**src/rtl/register_pkg.sv**
```systemverilog
// Shared constants and helpers for the elastic pipeline register.
package register_pkg;

  localparam int MAX_DEPTH = 16;

  // Bits needed to hold an occupancy of 0..depth, never less than one.
  function automatic int cnt_width(input int depth);
    return ($clog2(depth + 1) < 1) ? 1 : $clog2(depth + 1);
  endfunction

endpackage

```
**src/rtl/register_pipe_if.sv**
```systemverilog
// Upstream and downstream valid/ready handshake of register_pipe.
interface register_pipe_if #(
  parameter int N = 8
);

  logic         in_valid;
  logic         in_ready;
  logic [N-1:0] in_data;
  logic         out_valid;
  logic         out_ready;
  logic [N-1:0] out_data;

  modport master (
    output in_valid, in_data, out_ready,
    input  in_ready, out_valid, out_data
  );

  modport slave (
    input  in_valid, in_data, out_ready,
    output in_ready, out_valid, out_data
  );

endinterface

```
**src/rtl/register_pipe_stage.sv**
```systemverilog
// One data/valid pair of the pipe; clear drops the valid bit but keeps the data.
module register_pipe_stage #(
  parameter int N = 8
) (
  input  logic         clk,
  input  logic         reset,
  input  logic         clear,
  input  logic         load,
  input  logic         src_valid,
  input  logic [N-1:0] src_data,
  output logic         valid_r,
  output logic [N-1:0] data_r
);

  // Stage state: reset, then clear, then load from the source
  always_ff @(posedge clk) begin
    if (reset) begin
      valid_r <= 1'b0;
      data_r  <= {N{1'b0}};
    end else if (clear) begin
      valid_r <= 1'b0;
    end else if (load) begin
      valid_r <= src_valid;
      if (src_valid) begin
        data_r <= src_data;
      end
    end
  end

endmodule

```
**src/rtl/register_pipe.sv**
```systemverilog
// Elastic DEPTH-stage pipeline register with back-pressure and bubble collapsing.
// Optional flush input enabled by defining REGISTER_PIPE_FLUSH_EN.
module register_pipe
  import register_pkg::*;
#(
  parameter int N     = 8,
  parameter int DEPTH = 2
) (
  input  logic                        clk,
  input  logic                        reset,
  input  logic                        enable,
`ifdef REGISTER_PIPE_FLUSH_EN
  input  logic                        flush,
`endif
  register_pipe_if.slave              bus,
  output logic [cnt_width(DEPTH)-1:0] count
);

  localparam int CW = cnt_width(DEPTH);

  logic             flush_s;
  logic             advance_s;
  logic [DEPTH:0]   rdy_s;
  logic [DEPTH-1:0] valid_r;
  logic [N-1:0]     data_r [DEPTH];

`ifdef REGISTER_PIPE_FLUSH_EN
  assign flush_s = flush;
`else
  assign flush_s = 1'b0;
`endif

  assign advance_s = enable && !flush_s;

  // Ready chain from the output side back: an empty stage always accepts
  always_comb begin
    rdy_s        = {(DEPTH + 1){1'b0}};
    rdy_s[DEPTH] = bus.out_ready;
    for (int i = DEPTH - 1; i >= 0; i--) begin
      rdy_s[i] = !valid_r[i] || rdy_s[i + 1];
    end
  end

  for (genvar i = 0; i < DEPTH; i++) begin : g_stage
    logic         src_valid_s;
    logic [N-1:0] src_data_s;

    if (i == 0) begin : g_head
      assign src_valid_s = bus.in_valid;
      assign src_data_s  = bus.in_data;
    end else begin : g_body
      assign src_valid_s = valid_r[i - 1];
      assign src_data_s  = data_r[i - 1];
    end

    register_pipe_stage #(.N(N)) u_stage (
      .clk       (clk),
      .reset     (reset),
      .clear     (flush_s),
      .load      (advance_s && rdy_s[i]),
      .src_valid (src_valid_s),
      .src_data  (src_data_s),
      .valid_r   (valid_r[i]),
      .data_r    (data_r[i])
    );
  end

  // Occupancy is the popcount of the registered valid bits
  always_comb begin
    count = {CW{1'b0}};
    for (int i = 0; i < DEPTH; i++) begin
      count = count + CW'(valid_r[i]);
    end
  end

  assign bus.in_ready  = advance_s && rdy_s[0];
  assign bus.out_valid = advance_s && valid_r[DEPTH - 1];
  assign bus.out_data  = data_r[DEPTH - 1];

endmodule

```
**src/flat_wrapper.sv**
```systemverilog
// flat-port wrapper written by rule: the top's interface ports become plain ports
module register_pipe_flat import register_pkg::*;
#(
  parameter int N     = 8,
  parameter int DEPTH = 2
)
  (clk, reset, enable, count, bus_in_valid, bus_in_data, bus_out_ready, bus_in_ready, bus_out_valid, bus_out_data);
  register_pipe_if #(.N(N)) bus_i ();
  input  logic clk;
  input  logic reset;
  input  logic enable;
  output logic [cnt_width(DEPTH)-1:0] count;
  input wire logic [$bits(bus_i.in_valid)-1:0] bus_in_valid;
  input wire logic [$bits(bus_i.in_data)-1:0] bus_in_data;
  input wire logic [$bits(bus_i.out_ready)-1:0] bus_out_ready;
  output wire logic [$bits(bus_i.in_ready)-1:0] bus_in_ready;
  output wire logic [$bits(bus_i.out_valid)-1:0] bus_out_valid;
  output wire logic [$bits(bus_i.out_data)-1:0] bus_out_data;
  assign bus_i.in_valid = bus_in_valid;
  assign bus_i.in_data = bus_in_data;
  assign bus_i.out_ready = bus_out_ready;
  assign bus_in_ready = bus_i.in_ready;
  assign bus_out_valid = bus_i.out_valid;
  assign bus_out_data = bus_i.out_data;
  register_pipe #(.N(N), .DEPTH(DEPTH)) u_core (.clk(clk), .reset(reset), .enable(enable), .bus(bus_i), .count(count));
endmodule
```
**config.mk**
```make
export PLATFORM = sky130hd
export DESIGN_NAME = register_pipe_flat
export DESIGN_NICKNAME = d
export VERILOG_FILES = /design/src/rtl/register_pkg.sv /design/src/rtl/register_pipe_if.sv /design/src/rtl/register_pipe_stage.sv /design/src/rtl/register_pipe.sv /design/src/flat_wrapper.sv
export SDC_FILE = /design/constraint.sdc
export NUM_CORES = 1
export LEC_CHECK = 0
export BUFFER_PORTS_ARGS = -buffer_cell sky130_fd_sc_hd__buf_2
export CELL_PAD_IN_SITES_DETAIL_PLACEMENT = 1
export CELL_PAD_IN_SITES_GLOBAL_PLACEMENT = 2
export CORE_MARGIN = 5
export CORE_UTILIZATION = 30
export DETAILED_ROUTE_END_ITERATION = 10
export GPL_TIMING_DRIVEN = 0
export PLACE_DENSITY = 0.78
export SYNTH_ARGS = -nofsm -noshare
export SYNTH_HDL_FRONTEND = slang
export SYNTH_SLANG_ARGS = --single-unit
```
**constraint.sdc**
```tcl
create_clock -name clk -period 3 [get_ports clk]
set_input_delay 0.75 -clock clk [delete_from_list [all_inputs] [get_ports clk]]
set_output_delay 0.75 -clock clk [all_outputs]
set_load 0.02 [all_outputs]
```
# --- Yosys cells after proc, flatten, opt, wreduce, memory -nomap -nowiden ---
# Cells that the tools add are included.
# Widths: inputs -> output; s select.
totals:
  regBits: 18
  inputBits: 13
  out_inout_bits: 12
  elab_cells: 14
classes:
  add_sub_neg: 1
  n_reduce_logical: 9
ops:
  columns: ["op", "n"]
  rows:
  - ["$reduce_and 2->1", 2]
  - ["$logic_and 1x1->1", 3]
  - ["$add 1x1->2", 1]
  - ["$logic_not 1->1", 2]
  - ["$logic_or 1x1->1", 2]

# --- Depth between registers and ports, before layout ---
# Gate-level depths: netlist (run 1).
depth:
  ltp_word: 5
  ltp_mapped: 4
  mapped_depth_nobuf: 3

# --- Modules after synthesis ---
# Synthesis (run 1) repeated with hierarchy kept, for this count alone.
unflattened:
  hier_cells: 82
  hier_area_um2: 855.8
modules_own_cells:
  columns: ["mod", "n_inst", "cells_each", "area_per_inst_um2", "seq_area_each_um2"]
  rows:
  - ["register_pipe_stage", 2, 38, 399.1, 180.2]
  - ["register_pipe", 1, 6, 57.6, 0.0]

# --- Worst setup path before layout (run 1) ---
# No wires, ideal clock.
synth_path:
  path_kind: "in2out"
  from: "input port bus_out_ready"
  to: "output port bus_in_ready"
  arrival_time_ps: 1150
  required_time_ps: 2250
  path_slack_ps: 1100
  path_stages: 2
  n_path_buf: 0
  path_cell_list: "nor2b_4 > a21oi_1"
synth_between:
  elab_chain_len: 3
synth_lines:
  columns: ["item", "line_no", "text"]
  rows:
  - ["start, declared", "flat_wrapper.sv:15", "input wire logic [$bits(bus_i.out_ready)-1:0] bus_out_ready;"]
  - ["$logic_or 1x1->1 (2 in series)", "register_pipe.sv:40", "rdy_s[i] = !valid_r[i] || rdy_s[i + 1];"]
  - ["$logic_and 1x1->1", "register_pipe.sv:76", "assign bus.in_ready = advance_s && rdy_s[0];"]
  - ["end, declared", "flat_wrapper.sv:16", "output wire logic [$bits(bus_i.in_ready)-1:0] bus_in_ready;"]
# No other way between the ends.

# --- Worst setup path after layout (run 1) ---
# Same ends and word-level chain as after synthesis.

==> out/metrics.csv, run 1 <==
metric;value;unit
Post-synth ARST share;0;
Period minus WS final;2.030;ns
Cell Pwr Density;428.2;nW/µm²
total power draw;0.0004185;W
Die Span Y;61.55;µm
largest net degree at the start of global routing;11;
Total Routing Usage GR;0.09778;
Worst R2R Setup Slack;1.83;ns
EDFF count, synth;0;
core area;2500;µm²
syn avg cell area;10.49;µm²
Worst Max-Slew Pin Slew;0.3808;ns
Sum Neg Setup Slack;0;ns
Syn Inst Count;76;
Worst setup EP type;output pin;
Yosys cell types;18;
detailed-route via count;612;
clock root cell;clkbuf_4;
initial core utilization;0.3188;
Max VDD drop;253.8;µV
commonest non-fill, non-tap cell in the layout;nand2b_1;
Die W;61.55;µm
port bufs;24;
crit path kind;in -> out;
final core occ;0.3909;
placed cells;130;
Post-CTS Hold Fix Bufs;0;
Total Nets Final;119;
dpl hpwl;1262;µm
First-pass DRT Iterations;4;
Gates resized, CTS repair;0;
Clock Skews;0.003402;ns
first-pass GRT wire length;2697;µm
synthesized flop and latch total;18;
Critical Path AT;1.28;ns
n_diodes;0;
status;completed;
io pins;25;
area grow syn2layout;22.61;%
DRC errors left;0;
DR WL/cell;11.92;µm
CTS buffer count;3;
vias per inst;4.602;
most frequent cells in the layout;nand2b_1, buf_2, dfxtp_1, mux2i_1, clkbuf_4;
pre-CTS WS;0.9659;ns
grt ovf;0;
Fmax;0.4925;GHz
# Post-CTS Setup Buffers;0;
row count;18;
initial antenna violation count;0;
DRT Wirelength;1585;µm
MaxCap Viol Count;0;
CP max FO;3;
Cell Count, Final, Fillers Out;133;
Final setup viols;0;
GP Congestion;0.7562;
number of H-tree levels;1;
synth warn;0;
Seq/Total Area, Yosys;0.4521;
vias in the first global route;648;
Max Slew Vio Count;0;
relative slew slack;0.7456;
main flop type after synthesis;dfxtp_1;
worst setup margin;0.9696;ns
Tcrit/Tclk final;0.6768;
Final Hold Vio Count;0;
share of layout cells above drive strength 1;0.3107;
clk_lat worst skew;0.29;ns
leak pwr;0.4369;nW
Cell Area, Synth;797.0;µm²
Clock transition at path regs;0.09;ns
CTS tree;done;
CP startpoint kind;input pin;
TritonCTS Sinks;18;
die area;3788;µm²
Synthesized Nets;90;
ANT nets after route;0;
clk buf depth;2;
unrepaired setup endpoints after global routing;no;
worst hold path class;reg -> reg;
Worst Path Required;2.25;ns
DRT iter0 DRCs;11;
## power by group
group / switching [W] / total (W) / internal (W) / leakage [nW]
sequential: 0.00000393 / 0.000250 / 0.000246 / 0.146
combinational: 0.0000253 / 0.0000502 / 0.0000249 / 0.277
clock: 0.0000712 / 0.000118 / 0.0000467 / 0.0138
## cells in the mapped netlist (all sizes together), types with 2 or more instances
cell    number  share of area
dfxtp       18           0.45
nand2        2          0.013
a21oi        3          0.033
nand2b      25           0.20
clkbuf       2         0.0094
mux2i       16           0.20
## final timing paths
path	start	end	cells past startpoint
max	bus_out_ready	bus_in_ready	4
min	u_core.g_stage[1].u_stage.data_r[6]$_SDFFE_PP0P_	u_core.g_stage[1].u_stage.data_r[6]$_SDFFE_PP0P_	2
max reg2reg	u_core.g_stage[1].u_stage.valid_r$_SDFFE_PP0P_	u_core.g_stage[0].u_stage.data_r[4]$_SDFFE_PP0P_	3
min reg2reg	u_core.g_stage[1].u_stage.data_r[6]$_SDFFE_PP0P_	u_core.g_stage[1].u_stage.data_r[6]$_SDFFE_PP0P_	2
## registers in the layout, summed over array words and instances (netlist names)
register,count
u_core.g_stage.u_stage.valid_r,2
u_core.g_stage.u_stage.data_r,16
## critical path: stages
cell	delay, ns
buf_2	0.13
nor2b_4	0.15
a21oi_1	0.08
buf_2	0.17
## metal layers
metal	GRT usage	part of all wire	wire length, µm	up-vias
li1	-	-	-	305
met1	0.1093	0.43	674	285
met2	0.1659	0.47	751	18
met3	0.02725	0.081	129	4
met4	0.05455	0.018	29	0
met5	0	0	0	-
## layout make-up
type	count	area [µm²]
buffer	3	18.77
clock buffer	3	22.52
fill	292	1523
inverter	1	3.754
multi-input combinational	54	414.1
sequential	18	360.3
tap	30	37.54
timing repair buffer	24	120.1
## kinds of logic after synthesis
kind of cell | after synthesis | synth area share
simple gates | 32 | 0.2543
compound gates | 5 | 0.04867
fa+ha+maj | 1 | 0.01570
buf+inv | 4 | 0.02826
mux | 16 | 0.2009
flops | 18 | 0.4521
## stage by stage
stage / hold slack (ns) / instance area (µm²)
3_3_place_gp: 0.4564 / 954.7
6_report: 0.4754 / 977.2
2_1_floorplan: 0.4573 / 797.0
5_1_grt: 0.5113 / 977.2
4_1_cts: 0.4861 / 977.2
3_5_place_dp: 0.4691 / 954.7
(Power assumes the default switching activity.)
==> run 2: changes to the inputs <==
--- a/config.mk
+++ b/config.mk
@@ -9,10 +9,10 @@
 export CELL_PAD_IN_SITES_DETAIL_PLACEMENT = 1
 export CELL_PAD_IN_SITES_GLOBAL_PLACEMENT = 2
 export CORE_MARGIN = 5
-export CORE_UTILIZATION = 30
+export CORE_UTILIZATION = 29
 export DETAILED_ROUTE_END_ITERATION = 10
 export GPL_TIMING_DRIVEN = 0
-export PLACE_DENSITY = 0.78
+export PLACE_DENSITY = 0.76
 export SYNTH_ARGS = -nofsm -noshare
 export SYNTH_HDL_FRONTEND = slang
 export SYNTH_SLANG_ARGS = --single-unit
==> constraint.sdc (replaced) <==
create_clock -name clk -period 2 [get_ports clk]
set_input_delay 0.5 -clock clk [delete_from_list [all_inputs] [get_ports clk]]
set_output_delay 0.5 -clock clk [all_outputs]
set_load 0.02 [all_outputs]
==> run 2 against run 1 <==
Net effect: cell count grew 1.5%; routed wire length grew 6.1%; via count shrank 0.98%; setup slack lost 0.68 ns; register-to-register slack lost 0.99 ns; critical endpoint is now count[0]; utilization shrank 2.2 points; clock skew shrank 0.0020 ns; first-iteration DRC count shrank 18%; largest cell class unchanged; sequential power grew 50%; count of clock-buffer cells in the layout grew 1; non-clock buffer count is the same.
==> out/metrics.csv, run 2 (synthesized netlist as in run 1, its figures left out) <==
metric;value;unit
Total Routing Usage GR;0.09223;
Die W;62.43;µm
total power draw;0.0006741;W
leak pwr;0.4441;nW
share of layout cells above drive strength 1;0.3173;
vias per inst;4.489;
First-pass DRT Iterations;2;
CTS tree;done;
unrepaired setup endpoints after global routing;no;
Die Span Y;62.43;µm
Crit Reg-Reg Endpoint;u_core.g_stage[0].u_stage.data_r[1]$_SDFFE_PP0P_;
# Post-CTS Setup Buffers;0;
initial antenna violation count;0;
Final Hold Vio Count;0;
filler cell count;323;
detailed-route via count;606;
number of H-tree levels;1;
vias in the first global route;654;
footprint of the multi-input gates;414.1;µm²
Period minus WS final;1.715;ns
logic gate share of total power;0.112;
switching power share of the total;0.2317;
Worst setup EP type;output pin;
Post-CTS Hold Fix Bufs;0;
Worst Path Required;1.50;ns
Max Slew Vio Count;0;
row count;19;
worst hold path class;in -> reg;
Total Nets Final;119;
final core occ;0.3694;
dpl hpwl;1275;µm
Largest register FFs;16;
Critical Path AT;1.21;ns
Final setup viols;0;
clk_lat worst skew;0.29;ns
biggest regs;u_core.g_stage.u_stage.data_r x16, u_core.g_stage.u_stage.valid_r x2;
io pins;25;
CTS buffer count;3;
GP Congestion;0.6180;
initial core utilization;0.2967;
register area;360.3;µm²
CP max FO;7;
Net Sw Power;0.0001562;W
clock root cell;clkbuf_4;
most frequent cells in the layout;nand2b_1, buf_2, dfxtp_1, mux2i_1, clkbuf_4;
sequential share of power;0.557;
hold path depth;3;
CP startpoint kind;flip-flop;
crit path kind;reg -> out;
DRC errors left;0;
core area;2686;µm²
Clock transition at path regs;0.10;ns
DRT Wirelength;1681;µm
DR WL/cell;12.45;µm
largest net degree at the start of global routing;11;
Hold Crit Start;bus_in_data[0];
status;completed;
area grow syn2layout;24.49;%
design area;992.2;µm²
clk buf depth;2;
Worst R2R Start;u_core.g_stage[1].u_stage.valid_r$_SDFFE_PP0P_;
die area;3897;µm²
Clock Skews;0.001446;ns
Worst Max-Slew Pin Slew;0.3888;ns
Max VDD drop;324.2;µV
DRT iter0 DRCs;9;
commonest non-fill, non-tap cell in the layout;nand2b_1;
n_diodes;0;
TritonCTS Sinks;18;
relative slew slack;0.7403;
Tcrit/Tclk final;0.8573;
ANT nets after route;0;
Endpoint, Worst Hold;u_core.g_stage[0].u_stage.data_r[0]$_SDFFE_PP0P_;
Most flops, register;u_core.g_stage.u_stage.data_r;
MaxCap Viol Count;0;
port bufs;24;
reg2reg path depth;3;
Fmax;0.5832;GHz
Sum Neg Setup Slack;0;ns
Gates resized, CTS repair;0;
Clock power frac;0.330;
Cell Pwr Density;679.4;nW/µm²
grt ovf;0;
Pint;0.0005179;W
Worst R2R Setup Slack;0.84;ns
DP Area;955.9;µm²
first-pass GRT wire length;2891;µm
==> run 2: cell types whose count changed in the layout (fill, tap and decap cells not counted) <==
| cell | before | now |
|---|---|---|
| clkbuf_8 | 0 | 1 |
==> run 2: stage by stage <==
stage               std cells  hold WS, ns  setup slack, ns
floorplan                  76       0.4573           0.6004
global route              135       0.4535           0.1847
CTS                       135       0.4461           0.2540
detailed placement        131       0.4679           0.4800
global placement          131       0.4592           0.4772
finish                    135       0.4578           0.2855
==> run 2: worst max-delay path: stages, from the launching register on <==
cell and delay (ns):
dfxtp_1 0.48, ha_1 0.28, buf_2 0.16
==> run 2: how the worst max path moves through the flow <==
stage	end	slack (ns)	startpoint	cells past startpoint
2_1_floorplan	bus_in_ready	0.60	bus_out_ready	2
3_3_place_gp	bus_in_ready	0.48	bus_out_ready	4
3_5_place_dp	bus_in_ready	0.48	bus_out_ready	4
4_1_cts	count[0]	0.25	u_core.g_stage[0].u_stage.valid_r$_SDFFE_PP0P_	2
5_1_grt	count[0]	0.18	u_core.g_stage[0].u_stage.valid_r$_SDFFE_PP0P_	2
6_report	count[0]	0.29	u_core.g_stage[0].u_stage.valid_r$_SDFFE_PP0P_	2
==> run 2: power by group through the flow <==
stage	registers [W]	clock network, W	logic [W]
2_1_floorplan	0.000384	0	0.0000480
3_3_place_gp	0.000384	0	0.0000759
3_5_place_dp	0.000384	0	0.0000777
4_1_cts	0.000376	0.000238	0.0000781
5_1_grt	0.000377	0.000259	0.0000847
6_report	0.000376	0.000223	0.0000758
==> run 2: metal layers <==
| metal | global-route usage | share of wire |
|---|---|---|
| met1 | 0.1064 | 0.44 |
| met4 | 0.04775 | 0.010 |
| met3 | 0.02878 | 0.071 |
| met2 | 0.1516 | 0.47 |
| met5 | 0 | 0 |
==> run 2: cell type report <==
type                    count  share of cell area
multi-input cells          54              0.4174
flip-flops and latches     18              0.3632
repair buffers             24              0.1211
well taps                  31             0.03909
clock buffers               4             0.03657
plain buffers               3             0.01892
inverters                   1            0.003783
==> run 3: changes to the inputs <==
--- a/config.mk
+++ b/config.mk
@@ -5,14 +5,14 @@
 export SDC_FILE = /design/constraint.sdc
 export NUM_CORES = 1
 export LEC_CHECK = 0
-export BUFFER_PORTS_ARGS = -buffer_cell sky130_fd_sc_hd__buf_2
 export CELL_PAD_IN_SITES_DETAIL_PLACEMENT = 1
 export CELL_PAD_IN_SITES_GLOBAL_PLACEMENT = 2
 export CORE_MARGIN = 5
-export CORE_UTILIZATION = 29
+export CORE_UTILIZATION = 30
 export DETAILED_ROUTE_END_ITERATION = 10
+export DONT_BUFFER_PORTS = 1
 export GPL_TIMING_DRIVEN = 0
-export PLACE_DENSITY = 0.76
+export PLACE_DENSITY = 0.65
 export SYNTH_ARGS = -nofsm -noshare
 export SYNTH_HDL_FRONTEND = slang
 export SYNTH_SLANG_ARGS = --single-unit
==> run 3 against run 2 <==
Net effect: critical path depth unchanged; clock skew up 0.0041 ns; sequential share of layout area up 5.1 points; highest routed layer unchanged; utilization down 2.1 points; global-route usage down 0.18 points; routed wire length down 6.8%; largest cell class unchanged; critical path type unchanged; non-clock buffer count down 24; largest power group unchanged; die area down 2.8%; via count down 12%; sequential power about the same; total power down 2.3%; combinational power down 28%.
==> out/metrics.csv, run 3 (synthesized netlist as in run 1, its figures left out) <==
metric;value;unit
Tcrit/Tclk final;0.8491;
Post-CTS Hold Fix Bufs;0;
row count;18;
grt ovf;0;
GP Congestion;0.6464;
leak pwr;0.3323;nW
Final setup viols;0;
initial core utilization;0.3188;
dpl hpwl;1182;µm
First-pass DRT Iterations;2;
Worst setup EP type;output pin;
Total Nets Final;95;
most frequent cells in the layout;nand2b_1, dfxtp_1, mux2i_1, clkbuf_4;
Die Span Y;61.55;µm
Sum Neg Setup Slack;0;ns
Critical Path AT;1.20;ns
MaxCap Viol Count;0;
crit path kind;reg -> out;
Max Slew Vio Count;0;
worst setup margin;0.3019;ns
DRT Wirelength;1567;µm
# Post-CTS Setup Buffers;0;
port bufs;0;
CTS tree;done;
Clock Skews;0.005556;ns
initial antenna violation count;0;
DRT iter0 DRCs;15;
Worst Max-Slew Pin Slew;0.4556;ns
placed cells;106;
worst hold path class;in -> reg;
detailed-route via count;536;
Fin Hold WS;0.3470;ns
die area;3788;µm²
Clock transition at path regs;0.11;ns
Cell Pwr Density;756.0;nW/µm²
biggest regs;u_core.g_stage.u_stage.data_r x16, u_core.g_stage.u_stage.valid_r x2;
largest net degree at the start of global routing;11;
Max VDD drop;343.7;µV
vias per inst;4.873;
Period minus WS final;1.698;ns
Gates resized, CTS repair;0;
CP max FO;5;
CTS buffer count;3;
share of layout cells above drive strength 1;0.1125;
pre-CTS WS;0.5646;ns
Cell Count, Final, Fillers Out;110;
first-pass GRT wire length;2449;µm
DR WL/cell;14.25;µm
core area;2500;µm²
Final Hold Vio Count;0;
final core occ;0.3483;
status;completed;
Die W;61.55;µm
n_diodes;0;
clk buf depth;2;
area grow syn2layout;9.262;%
DRC errors left;0;
Most flops, register;u_core.g_stage.u_stage.data_r;
Largest register FFs;16;
Fmax;0.5889;GHz
unrepaired setup endpoints after global routing;no;
ANT nets after route;0;
clk_lat worst skew;0.29;ns
vias in the first global route;524;
commonest non-fill, non-tap cell in the layout;nand2b_1;
Total Routing Usage GR;0.09044;
number of H-tree levels;1;
relative slew slack;0.6972;
Worst Path Required;1.50;ns
clock root cell;clkbuf_4;
io pins;25;
TritonCTS Sinks;18;
CP startpoint kind;flip-flop;
run 3: metal layers:
layer	GRT usage	share of wire
met1	0.1115	0.43
met2	0.1375	0.46
met3	0.03983	0.095
met4	0.03636	0.014
met5	0	0
run 3: area by class of cell:
class | count | area [µm²]
Clock buffer | 4 | 36.28
Tap cell | 30 | 37.54
Buffer | 3 | 18.77
Fill cell | 293 | 1629
Inverter | 1 | 3.754
Multi-Input combinational cell | 54 | 414.1
Sequential cell | 18 | 360.3
run 3: report_power, final:
group / internal, W / total [W] / leakage, nW / switching, W
Sequential: 0.000370 / 0.000377 / 0.146 / 0.00000777
Clock: 0.000111 / 0.000226 / 0.0210 / 0.000115
Combinational: 0.0000273 / 0.0000548 / 0.165 / 0.0000275
run 3: metrics by stage:
stage | power, W | instance area [µm²]
after floorplan | 0.0004323 | 797.0
after global placement | 0.0004410 | 834.6
after detailed placement | 0.0004424 | 834.6
after CTS | 0.0006744 | 870.8
after global routing | 0.0006956 | 870.8
final | 0.0006584 | 870.8
run 3: critical path: stages, from the launching register on:
cell and delay [ns]:
dfxtp_1 0.36, nor2b_4 0.15, a21oi_1 0.39
run 3: worst paths after layout:
kind	startpoint	end	slack (ns)	cells after the start
setup / recovery	u_core.g_stage[1].u_stage.valid_r$_SDFFE_PP0P_	bus_in_ready	0.30	2
hold / removal	bus_in_data[3]	u_core.g_stage[0].u_stage.data_r[3]$_SDFFE_PP0P_	0.35	2
setup reg to reg	u_core.g_stage[1].u_stage.valid_r$_SDFFE_PP0P_	u_core.g_stage[0].u_stage.data_r[7]$_SDFFE_PP0P_	0.84	3
hold reg to reg	u_core.g_stage[0].u_stage.data_r[3]$_SDFFE_PP0P_	u_core.g_stage[0].u_stage.data_r[3]$_SDFFE_PP0P_	0.49	2
